--- src/rtl/if_id_queue.sv ---
// Fetch-to-decode bundle FIFO: registered-only ready/valid, FIFO ordering,
// and a flush that drops every wrong-path entry.
module if_id_queue #(
  parameter int BUS_W = 97,
  parameter int DEPTH = 4,
  parameter int CNT_W = $clog2(DEPTH) + 1
) (
  input  logic             clk,
  input  logic             rst,
  input  logic             in_valid,
  input  logic [BUS_W-1:0] in_data,
  output logic             in_ready,
  output logic             out_valid,
  output logic [BUS_W-1:0] out_data,
  input  logic             out_ready,
  input  logic             flush,
  output logic [CNT_W-1:0] count
);
  localparam int AW = $clog2(DEPTH);

  logic [AW:0]      wr_ptr, rd_ptr;
  logic [BUS_W-1:0] mem [DEPTH];
  logic             empty, full, push, pop;

  // Wrap bit disambiguates full from empty when the index bits match.
  assign empty = (wr_ptr == rd_ptr);
  assign full  = (wr_ptr[AW] != rd_ptr[AW]) && (wr_ptr[AW-1:0] == rd_ptr[AW-1:0]);

  assign in_ready  = !full;
  assign out_valid = !empty;
  assign push      = in_valid && in_ready;
  assign pop       = out_valid && out_ready;
  assign out_data  = empty ? '0 : mem[rd_ptr[AW-1:0]];
  assign count     = CNT_W'(wr_ptr - rd_ptr);

  always_ff @(posedge clk or negedge rst) begin
    if (!rst) begin
      wr_ptr <= '0;
      rd_ptr <= '0;
    end else if (flush) begin
      wr_ptr <= '0;
      rd_ptr <= '0;
    end else begin
      if (push) wr_ptr <= wr_ptr + 1'b1;
      if (pop)  rd_ptr <= rd_ptr + 1'b1;
    end
  end

  always_ff @(posedge clk) begin
    if (push && !flush) mem[wr_ptr[AW-1:0]] <= in_data;
  end
endmodule

--- config.mk ---
export PLATFORM = sky130hd
export DESIGN_NAME = if_id_queue
export DESIGN_NICKNAME = d
export VERILOG_FILES = /design/src/rtl/if_id_queue.sv
export SDC_FILE = /design/constraint.sdc
export NUM_CORES = 1
export LEC_CHECK = 0
export ABC_AREA = 1
export BUFFER_PORTS_ARGS = -buffer_cell sky130_fd_sc_hd__buf_4
export CAP_MARGIN = 20
export CORE_ASPECT_RATIO = 1.2
export CORE_MARGIN = 4
export CORE_UTILIZATION = 40
export CTS_BUF_LIST = sky130_fd_sc_hd__clkbuf_4 sky130_fd_sc_hd__clkbuf_8 sky130_fd_sc_hd__clkbuf_16
export DETAILED_ROUTE_END_ITERATION = 12
export HOLD_SLACK_MARGIN = 0.03
export PLACE_DENSITY = 0.6
export SETUP_SLACK_MARGIN = 0.5
export SLEW_MARGIN = 5
export SYNTH_ARGS = -nofsm -noshare
export SYNTH_HDL_FRONTEND = slang
export SYNTH_SLANG_ARGS = --single-unit
--- constraint.sdc ---
create_clock -name clk -period 7.7 [get_ports clk]
set_input_delay 1.54 -clock clk [delete_from_list [all_inputs] [get_ports clk]]
set_output_delay 1.54 -clock clk [all_outputs]
set_load 0.01 [all_outputs]
# After elaboration in Yosys (flattened, before gate mapping)
# Memory sizes are Yosys's and may differ from the RTL's.
# Index checks and enable logic that the tools add are counted.
[totals]
reg_bits = 6
mem_bits_rw = 388
output_inout_bits = 102
memories = 1
[memory_table]
columns = ["memory", "words", "width", "rd", "rd_clocked_by_memory_dff", "wr", "line", "source"]
rows = [
  ["mem", 4, 97, 1, 0, 1, "22", "logic [BUS_W-1:0] mem [DEPTH];"],
]
[classes]
add_sub_neg = 3
eq_ne = 3
n_mux = 7
reduce_logical = 9
[op_table]
columns = ["operator", "n"]
rows = [
  ["two-way mux 97 bit", 1],
  ["two-way mux 3 bit", 4],
  ["adder 3 x 1 -> 3 bit (second input constant)", 2],
  ["logical AND 1 bit", 4],
  ["nonzero test 2 bit", 2],
  ["== test 3 bit", 1],
  ["logical NOT 1 bit", 3],
  ["subtractor 3 bit", 1],
  ["== test 2 bit", 1],
  ["two-way mux 1 bit", 2],
  ["!= test 1 bit", 1],
]

# Logic depth before layout (Yosys ltp)
# Gate-level depths: netlist (run 1).
[depth]
ltp_word = 7
mapped_depth = 11
ltp_nobuf = 8

# Worst setup path after synthesis (run 1)
# OpenSTA, ideal clock, no wires.
[synth_timing]
path_type = "in2reg"
from = "in flush"
to = "mem mem[0][0] (enable)"
setup_ps = 554
arrival_ps = 5820
required_time_ps = 7146
slack_ps = 1326
path_stages = 3
cell_sequence = "inv_1 > nand3_1 > nor2_1"
[synth_between]
elab_chain_len = 4
[synth_rtl]
columns = ["element", "line", "source"]
rows = [
  ["from (decl)", "16", "input logic flush,"],
  ["logical NOT 1 bit", "50", "if (push && !flush) mem[wr_ptr[AW-1:0]] <= in_data;"],
  ["logical AND 1 bit", "50", ""],
  ["two-way mux 1 bit", "50", ""],
  ["two-way mux 1 bit (implied by the code)", "50", ""],
  ["to (decl)", "22", ""],
]
# Every way passes these cells.

# Worst setup path in the final report (run 1)
[layout_timing]
from = "reg rd_ptr[1]"
to = "out out_data[96]"
[layout_between]
elab_chain_len = 2
[layout_rtl]
columns = ["element", "line", "source"]
rows = [
  ["from (decl)", "21", "logic [AW:0] wr_ptr, rd_ptr;"],
  ["from (signal assigned)", "45", "if (pop) rd_ptr <= rd_ptr + 1'b1;"],
  ["memory (4 x 97 bit) or == test 3 bit (tied branches)", "n/a", ""],
  ["two-way mux 97 bit (*)", "33", "assign out_data = empty ? '0 : mem[rd_ptr[AW-1:0]];"],
  ["to (decl)", "14", "output logic [BUS_W-1:0] out_data,"],
]
# Every way passes the cells marked *; elsewhere a longest branch is shown, timed or not.

==> qor.json, run 1 <==
{
  "synth-xor-area-share": {"value": 0.0559, "unit": "%"},
  "power_switching": {"value": 1420, "unit": "uW"},
  "yosys.area.top_type_share": {"value": 74.4, "unit": "%"},
  "detailedPlacementHpwl": {"value": 20.2, "unit": "mm"},
  "post_cts.resized_instances": {"value": 0},
  "share_of_synthesized_area_spent_on_multiplexers": {"value": 0, "unit": "%"},
  "grt_start_max_net_pins": {"value": 139},
  "run_status": {"value": "completed"},
  "path_class": {"value": "flip-flop to output port"},
  "grt_pass1_wl": {"value": 54.7, "unit": "mm"},
  "grt_pass1_vias": {"value": 9494},
  "die-area": {"value": 42400, "unit": "um^2"},
  "p_per_area": {"value": 280, "unit": "nW/um^2"},
  "final_net_count": {"value": 1506},
  "post_cts_hold_buffer_count": {"value": 0},
  "layout_commonest_cell": {"value": "nor2_1"},
  "cts_buffers": {"value": 40},
  "cells_along_the_critical_path": {"value": "inv_4 > ha_1 > nand2_1 > inv_1 > nand3_4 > inv_4 > buf_4 > a21oi_1 > buf_4"},
  "clock_h_tree_levels": {"value": 2},
  "rsz_0062_raised_after_global_routing": {"value": "false"},
  "avgSynthCellArea": {"value": 12.9, "unit": "um^2"},
  "timing.fmax": {"value": 184, "unit": "MHz"},
  "power.switching_fraction": {"value": 27.0, "unit": "%"},
  "synth.area.top_cells": {"value": "edfxtp_1 74%, nor2_1 9.4%, o21ai_1 3.9%"},
  "final-hold-violation-count": {"value": 0},
  "clk-insertion-delay-late": {"value": 0.53, "unit": "ns"},
  "clock_power_share": {"value": 34.7, "unit": "%"},
  "reg2reg_from": {"value": "rd_ptr[1]"},
  "clock-root-buffer": {"value": "clkbuf_16"},
  "synth_compound_gate_area_share": {"value": 10.0, "unit": "%"},
  "gp_routability_congestion": {"value": 0.776},
  "postSynthRegisterBits": {"value": 394},
  "worst_hold_startpoint": {"value": "wr_ptr[0]"},
  "drc": {"value": 0},
  "tritoncts": {"value": "done"},
  "slew_headroom": {"value": 29.2, "unit": "%"},
  "core": {"value": 38700, "unit": "um^2"},
  "area_share_of_fa_ha_maj_cells_after_synthesis": {"value": 0.687, "unit": "%"},
  "setup.worst_path.end_class": {"value": "output port"},
  "post_drt_via_cell_ratio": {"value": 4.93},
  "wl": {"value": 36.3, "unit": "mm"},
  "final_cell_mix": {"value": "390 x nor2_1, 388 x edfxtp_1, 217 x buf_4"},
  "cellInternalPower": {"value": 3820, "unit": "uW"},
  "floorplan.die.height": {"value": 225, "unit": "um"},
  "mappedNetlistNets": {"value": 1322},
  "crit_path_top_delay_cell": {"value": "dfrtp_4"},
  "maxSlewViolCount": {"value": 0},
  "crit_fanout": {"value": 67},
  "antenna_violating_nets_post_route": {"value": 0},
  "ys_seq_area_share": {"value": 75.3, "unit": "%"},
  "worst_path_dominant_cell_family": {"value": "buffers and inverters"},
  "whs_endpoint": {"value": "wr_ptr[0]"},
  "die_boundary_width": {"value": 189, "unit": "um"},
  "setup_total_negative_slack": {"value": 0, "unit": "ns"},
  "routedWlPerCell": {"value": 18.6, "unit": "um"},
  "fin_crit": {"value": 5.43, "unit": "ns"},
  "max_cap_viol_count": {"value": 0},
  "placement.io_buffers": {"value": 203},
  "layout.core_utilization": {"value": 48.4, "unit": "%"},
  "power_leakage": {"value": 0.00667, "unit": "uW"},
  "reg2reg_setup_slack": {"value": 3.49, "unit": "ns"},
  "startpoint_class": {"value": "flip-flop"},
  "timing.final.crit_share": {"value": 70.5, "unit": "%"},
  "ys_types": {"value": 26},
  "critical_path_arrival": {"value": 3.89, "unit": "ns"},
  "via_count": {"value": 9622},
  "worstReg2RegEnd": {"value": "mem[0][58]"},
  "finalSetupViolCount": {"value": 0},
  "postLayoutCellArea": {"value": 18800, "unit": "um^2"},
  "detailedRoute.firstIterationViolations": {"value": 557},
  "initial_utilization": {"value": 40.4, "unit": "%"},
  "post_synth_inst_count": {"value": 1212},
  "final.fill_count": {"value": 3475},
  "rr_worst_depth": {"value": 9},
  "p_comb_share": {"value": 18.6, "unit": "%"},
  "grt_util_all_layers": {"value": 16.5, "unit": "%"},
  "worst_ir_drop_vdd": {"value": 0.221, "unit": "mV"},
  "drt_pass1_iterations": {"value": 5},
  "yosysTopAreaCell": {"value": "edfxtp_1"},
  "synth_simple_gate_area_share": {"value": 10.5, "unit": "%"},
  "cts_setup_buffers": {"value": 0},
  "clk_path_buf_depth": {"value": 3},
  "grt_remaining_overflow": {"value": 0},
  "rows": {"value": 79},
  "synth_top_family_by_area": {"value": "simple AND/OR/NAND/NOR gates"},
  "area_growth": {"value": 19.7, "unit": "%"},
  "required_worst_endpoint": {"value": 6.16, "unit": "ns"},
  "io-pin-count": {"value": 204},
  "min_path_type": {"value": "flip-flop to flip-flop"},
  "fin_skew": {"value": 0.0126, "unit": "ns"},
  "cts.sink_count": {"value": 394},
  "cts.clk_slew.worst_paths": {"value": 0.07, "unit": "ns"},
  "pwr-share-seq": {"value": 46.7, "unit": "%"},
  "netlist_area": {"value": 15700, "unit": "um^2"},
  "crit_path_max_incr_delay": {"value": 0.80, "unit": "ns"},
  "layout-drive-gt1-share": {"value": 22.8, "unit": "%"},
  "buf_inv_on_cp": {"value": 5},
  "synth_warnings": {"value": 0},
  "worst_hold_path.num_cells": {"value": 2},
  "dpl_cell_area": {"value": 17500, "unit": "um^2"},
  "antenna_found_initial": {"value": 3},
  "timing_worst_slew_pin_value": {"value": 1.06, "unit": "ns"}
}
[power groups by stage]
| stage | sequential (uW) | clock, uW | combinational, uW |
|---|---|---|---|
| final | 2450 | 1820 | 975 |
| after floorplan | 2480 | 0 | 600 |
| after global routing | 2450 | 1940 | 1080 |
| after detailed placement | 2490 | 0 | 999 |
| after CTS | 2450 | 1860 | 1000 |
| after global placement | 2490 | 0 | 989 |
[registers in the layout (all words and copies together) (netlist names)]
signal	cells
rd_ptr	3
mem	388
wr_ptr	3
[layout make-up]
cell class	count	area (um^2)	area share (%)
clock inverter	20	129	0.687
sequential	394	11800	63.0
multi-input combinational	727	3360	17.9
inverter	16	70.1	0.374
tap	526	658	3.51
timing repair buffer	217	1630	8.69
antenna	2	5.00	0.0267
clock buffer	50	1090	5.83
[worst min-delay path: cells and delay by family (launching register included)]
kind             cells  cell delay (ns)
and+or+nand+nor      2             0.16
DFF                  1             0.41
[per-stage QoR]
| step | setup WS [ns] | hold WS, ns | total power (uW) | cells |
|---|---|---|---|---|
| after detailed placement | 2.73 | 0.571 | 3490 | 1880 |
| after global placement | 2.82 | 0.567 | 3480 | 1880 |
| after CTS | 2.15 | 0.583 | 5310 | 1950 |
| after floorplan | 1.33 | 0.524 | 3080 | 1212 |
| final | 2.27 | 0.598 | 5240 | 1952 |
| after global routing | 1.98 | 0.651 | 5470 | 1951 |
[how the worst max path moves through the flow]
stage	start	to	slack, ns	depth (start not counted)
2_1_floorplan	flush	mem[0][0]	1.33	3
3_3_place_gp	rd_ptr[1]	out_data[1]	2.82	9
3_5_place_dp	rd_ptr[1]	out_data[96]	2.73	9
4_1_cts	rd_ptr[1]	out_data[96]	2.15	9
5_1_grt	rd_ptr[1]	out_data[96]	1.98	9
6_report	rd_ptr[1]	out_data[96]	2.27	9
[Yosys cell counts]
cell        n
nand2_2     2
nand3_1     8
nand3_4     1
a21oi_2    30
buf_1       4
a21oi_1    67
inv_2       3
dfrtp_1     6
edfxtp_1  388
buf_4      14
inv_1      11
buf_6       6
ha_1        7
nor2_1    394
xor2_1      1
clkbuf_2   11
buf_12      3
o21ai_1   123
buf_2      20
clkbuf_4    1
nand2_1    16
nand4_1     6
o21ai_0    71
fa_1        1
clkbuf_1   16
inv_4       2
[kinds of logic after synthesis]
kind of cell | Yosys count
fa+ha+maj | 8
xor+xnor | 1
simple gates | 427
flops | 394
compound gates | 291
buf+inv | 91
[per-layer routing]
metal | up-vias | track usage (%) | part of all wire (%)
li1 | 4664 | - | -
met1 | 4642 | 20.9 | 42
met2 | 262 | 28.8 | 50
met3 | 52 | 3.52 | 5.9
met4 | 2 | 4.89 | 2.1
met5 | - | 0 | 0.050
Note: power is estimated with default switching activity, not from simulation.
==> inputs of run 2 (changes only) <==
--- a/config.mk
+++ b/config.mk
@@ -5,7 +5,7 @@
 export SDC_FILE = /design/constraint.sdc
 export NUM_CORES = 1
 export LEC_CHECK = 0
-export ABC_AREA = 1
+export ABC_AREA = 0
 export BUFFER_PORTS_ARGS = -buffer_cell sky130_fd_sc_hd__buf_4
 export CAP_MARGIN = 20
 export CORE_ASPECT_RATIO = 1.2
@@ -14,7 +14,7 @@
 export CTS_BUF_LIST = sky130_fd_sc_hd__clkbuf_4 sky130_fd_sc_hd__clkbuf_8 sky130_fd_sc_hd__clkbuf_16
 export DETAILED_ROUTE_END_ITERATION = 12
 export HOLD_SLACK_MARGIN = 0.03
-export PLACE_DENSITY = 0.6
+export PLACE_DENSITY = 0.62
 export SETUP_SLACK_MARGIN = 0.5
 export SLEW_MARGIN = 5
 export SYNTH_ARGS = -nofsm -noshare
==> constraint.sdc (replaced) <==
create_clock -name clk -period 4.5 [get_ports clk]
set_input_delay 0.9 -clock clk [delete_from_list [all_inputs] [get_ports clk]]
set_output_delay 0.9 -clock clk [all_outputs]
set_load 0.01 [all_outputs]
==> run 2 against run 1 <==
Compared with the run above: sequential cell count stayed put; sequential power is 84% higher; highest routed layer unchanged; largest cell class unchanged; die area decreased by 0.70%.
==> qor.json, run 2 <==
{
  "timing_worst_slew_pin_value": {"value": 0.799, "unit": "ns", "change": "-0.264 ns"},
  "wl": {"value": 30.9, "unit": "mm", "change": "-15%"},
  "crit_fanout": {"value": 29, "change": "-57%"},
  "synth-edff-count": {"value": 388, "change": "unchanged"},
  "maxSlewViolCount": {"value": 0, "change": "unchanged"},
  "antenna_violating_nets_post_route": {"value": 0, "change": "unchanged"},
  "cells_along_the_critical_path": {"value": "inv_1 > ha_1 > nand3_4 > buf_4 > and2_1 > buf_4"},
  "path_class": {"value": "flip-flop to output port"},
  "ys_seq_area_share": {"value": 75.9, "unit": "%", "change": "+0.55 points"},
  "post_cts.resized_instances": {"value": 0, "change": "unchanged"},
  "routedWlPerCell": {"value": 21.3, "unit": "um", "change": "+15%"},
  "area_share_of_fa_ha_maj_cells_after_synthesis": {"value": 0.692, "unit": "%", "change": "+0.0050 points"},
  "fin_crit": {"value": 3.69, "unit": "ns"},
  "detailedRoute.firstIterationViolations": {"value": 408, "change": "-27%"},
  "yosys.area.top_type_share": {"value": 74.9, "unit": "%", "change": "+0.54 points"},
  "fin_skew": {"value": 0.0190, "unit": "ns", "change": "+0.00636 ns"},
  "tritoncts": {"value": "done"},
  "final_cell_mix": {"value": "388 x edfxtp_1, 210 x buf_4, 97 x and2_1"},
  "clock-root-buffer": {"value": "clkbuf_16"},
  "grt_remaining_overflow": {"value": 0, "change": "unchanged"},
  "mappedNetlistNets": {"value": 787, "change": "-40%"},
  "netlist_area": {"value": 15600, "unit": "um^2", "change": "-0.73%"},
  "synth-xor-area-share": {"value": 0.233, "unit": "%", "change": "+0.18 points"},
  "critical_path_arrival": {"value": 2.79, "unit": "ns", "change": "-1.10 ns"},
  "clk_path_buf_depth": {"value": 3, "change": "unchanged"},
  "buf_inv_on_cp": {"value": 3, "change": "-2"},
  "placement.io_buffers": {"value": 203, "change": "unchanged"},
  "rsz_0062_raised_after_global_routing": {"value": "false"},
  "cp.depth": {"value": 6, "change": "-3"},
  "post_synth_inst_count": {"value": 677, "change": "-44%"},
  "cts.clk_slew.worst_paths": {"value": 0.06, "unit": "ns", "change": "about the same"},
  "max_cap_viol_count": {"value": 0, "change": "unchanged"},
  "timing.fmax": {"value": 271, "unit": "MHz"},
  "initial_utilization": {"value": 40.8, "unit": "%", "change": "+0.32 points"},
  "start_point_of_the_critical_path": {"value": "rd_ptr[1]"},
  "drc": {"value": 0, "change": "unchanged"},
  "grt_start_max_net_pins": {"value": 102, "change": "-27%"},
  "asyncSetResetFlopFracSynth": {"value": 1.52, "unit": "%", "change": "unchanged"},
  "via_count": {"value": 7281, "change": "-24%"},
  "floorplan.die.height": {"value": 224, "unit": "um", "change": "-0.35%"},
  "detailedPlacementHpwl": {"value": 17.8, "unit": "mm", "change": "-12%"},
  "worst_ir_drop_vdd": {"value": 0.639, "unit": "mV", "change": "+190%"},
  "post-place-ws": {"value": 1.28, "unit": "ns", "change": "-1.45 ns"},
  "final.fill_count": {"value": 3092, "change": "-11%"},
  "synth.most_common_cell": {"value": "edfxtp_1"},
  "clk-insertion-delay-late": {"value": 0.53, "unit": "ns", "change": "about the same"},
  "synth_compound_gate_area_share": {"value": 0.434, "unit": "%", "change": "-9.6 points"},
  "slew_headroom": {"value": 46.7, "unit": "%", "change": "+18 points"},
  "cts_setup_buffers": {"value": 0, "change": "unchanged"},
  "share_of_synthesized_area_spent_on_multiplexers": {"value": 15.9, "unit": "%", "change": "+16 points"},
  "clock_h_tree_levels": {"value": 2, "change": "unchanged"},
  "grt_pass1_wl": {"value": 46.7, "unit": "mm", "change": "-14%"},
  "avgSynthCellArea": {"value": 23.0, "unit": "um^2", "change": "+78%"},
  "grt_pass1_vias": {"value": 7598, "change": "-20%"},
  "reg2reg_from": {"value": "rd_ptr[1]"},
  "layout.core_utilization": {"value": 49.7, "unit": "%", "change": "+1.3 points"},
  "crit_path_top_delay_cell": {"value": "dfrtp_4"},
  "rows": {"value": 78, "change": "-1.3%"},
  "layout_setup_ws": {"value": 0.808, "unit": "ns", "change": "-1.47 ns"},
  "die-area": {"value": 42100, "unit": "um^2", "change": "-0.70%"},
  "largest_register_ff_count": {"value": 388, "change": "unchanged"},
  "setup.worst_path.end_class": {"value": "output port"},
  "die_boundary_width": {"value": 188, "unit": "um", "change": "-0.35%"},
  "synth_simple_gate_area_share": {"value": 5.16, "unit": "%", "change": "-5.3 points"},
  "worst_path_dominant_cell_family": {"value": "flip-flops"},
  "gp_routability_congestion": {"value": 0.717, "change": "-7.6%"},
  "p_per_area": {"value": 655, "unit": "nW/um^2", "change": "+130%"},
  "post_drt_via_cell_ratio": {"value": 5.02, "change": "+1.8%"},
  "grt_util_all_layers": {"value": 14.4, "unit": "%", "change": "-2.1 points"},
  "yosys-top-cells-count": {"value": "388 x edfxtp_1, 97 x and2_1, 72 x mux4_1"},
  "yosysTopAreaCell": {"value": "edfxtp_1"},
  "antenna_found_initial": {"value": 1, "change": "-2"},
  "cts_buffers": {"value": 41, "change": "+2.5%"},
  "core": {"value": 38200, "unit": "um^2", "change": "-1.5%"},
  "cts.sink_count": {"value": 394, "change": "unchanged"},
  "layout-drive-gt1-share": {"value": 33.9, "unit": "%", "change": "+11 points"},
  "postSynthRegisterBits": {"value": 394, "change": "unchanged"},
  "finalSetupViolCount": {"value": 0, "change": "unchanged"},
  "synth_flop_cell": {"value": "edfxtp_1"},
  "required_worst_endpoint": {"value": 3.60, "unit": "ns", "change": "-2.56 ns"},
  "synth_warnings": {"value": 0, "change": "unchanged"},
  "power_leakage": {"value": 0.00654, "unit": "uW", "change": "-1.9%"},
  "final_net_count": {"value": 1011, "change": "-33%"},
  "io-pin-count": {"value": 204, "change": "unchanged"},
  "synth_top_family_by_area": {"value": "multiplexers"},
  "synth.area.top_cells": {"value": "edfxtp_1 75%, mux4_1 12%, and2_1 3.9%"},
  "timing.final.crit_share": {"value": 82.1, "unit": "%"},
  "final-hold-violation-count": {"value": 0, "change": "unchanged"},
  "ys_types": {"value": 37, "change": "+42%"},
  "run_status": {"value": "completed"},
  "crit_top_cell": {"value": "buf_4"},
  "startpoint_class": {"value": "flip-flop"},
  "layout_commonest_cell": {"value": "edfxtp_1"},
  "drt_pass1_iterations": {"value": 6, "change": "+1"},
  "rr_worst_depth": {"value": 6, "change": "-3"},
  "min_path_type": {"value": "primary input to async pin"},
  "setup_total_negative_slack": {"value": 0, "unit": "ns", "change": "unchanged"},
  "post_cts_hold_buffer_count": {"value": 0, "change": "unchanged"},
  "area_growth": {"value": 22.0, "unit": "%"},
  "crit_path_max_incr_delay": {"value": 0.73, "unit": "ns", "change": "-0.07 ns"}
}
run 2: where the power goes:
part / switching (uW) / leakage (uW) / internal [uW]
Combinational: 2340 / 0.00229 / 2360
Sequential: 108 / 0.00360 / 4390
Clock: 1300 / 0.000653 / 1940
Total: 3750 / 0.00654 / 8690
run 2: metal layers:
layer	vias to the layer above	GRT usage [%]	wire (um)
met2	164	23.3	15400
met4	2	3.77	548
met3	41	3.52	1580
met1	3773	19.7	13400
met5	-	0	13
li1	3301	-	-
run 2: cell type report:
cell class / instances / area (um^2) / share of cell area [%]
diodes: 1 / 2.50 / 0.0132
clock buffers: 52 / 1130 / 5.93
clock inverters: 20 / 179 / 0.943
inverters: 5 / 18.8 / 0.0989
multi-input cells: 243 / 3500 / 18.4
flip-flops and latches: 394 / 11800 / 62.2
well taps: 520 / 651 / 3.43
repair buffers: 216 / 1700 / 8.94
run 2: final timing paths:
check / slack [ns] / endpoint
worst min register to register: 0.65 / wr_ptr[2]
worst max register to register: 1.51 / mem[2][4]
min in group clk: 0.57 / mem[2][12]
worst max-delay path: 0.81 / out_data[37]
max in group asynchronous: 4.17 / rd_ptr[1]
worst min-delay path: 0.19 / wr_ptr[1]
run 2: cell families (layout without fill, tap and decap cells):
family,Yosys count,in the layout
buffers and inverters,40,293
muxes,98,98
DFF,394,394
and+or+nand+nor,125,125
xor gates and xnor gates,2,2
other,0,1
adders and majority gates,8,8
AOI/OAI and AO/OA,10,10
run 2: metrics by stage:
stage                     std cells  power (uW)  instance area, um^2  hold slack, ns
final                          1451       12400                19000           0.187
after floorplan                 677        7290                15600           0.604
after global routing           1450       13100                19000           0.161
after global placement         1378        9370                17700           0.644
after detailed placement       1378        9410                17700           0.653
after CTS                      1450       12700                19000           0.158
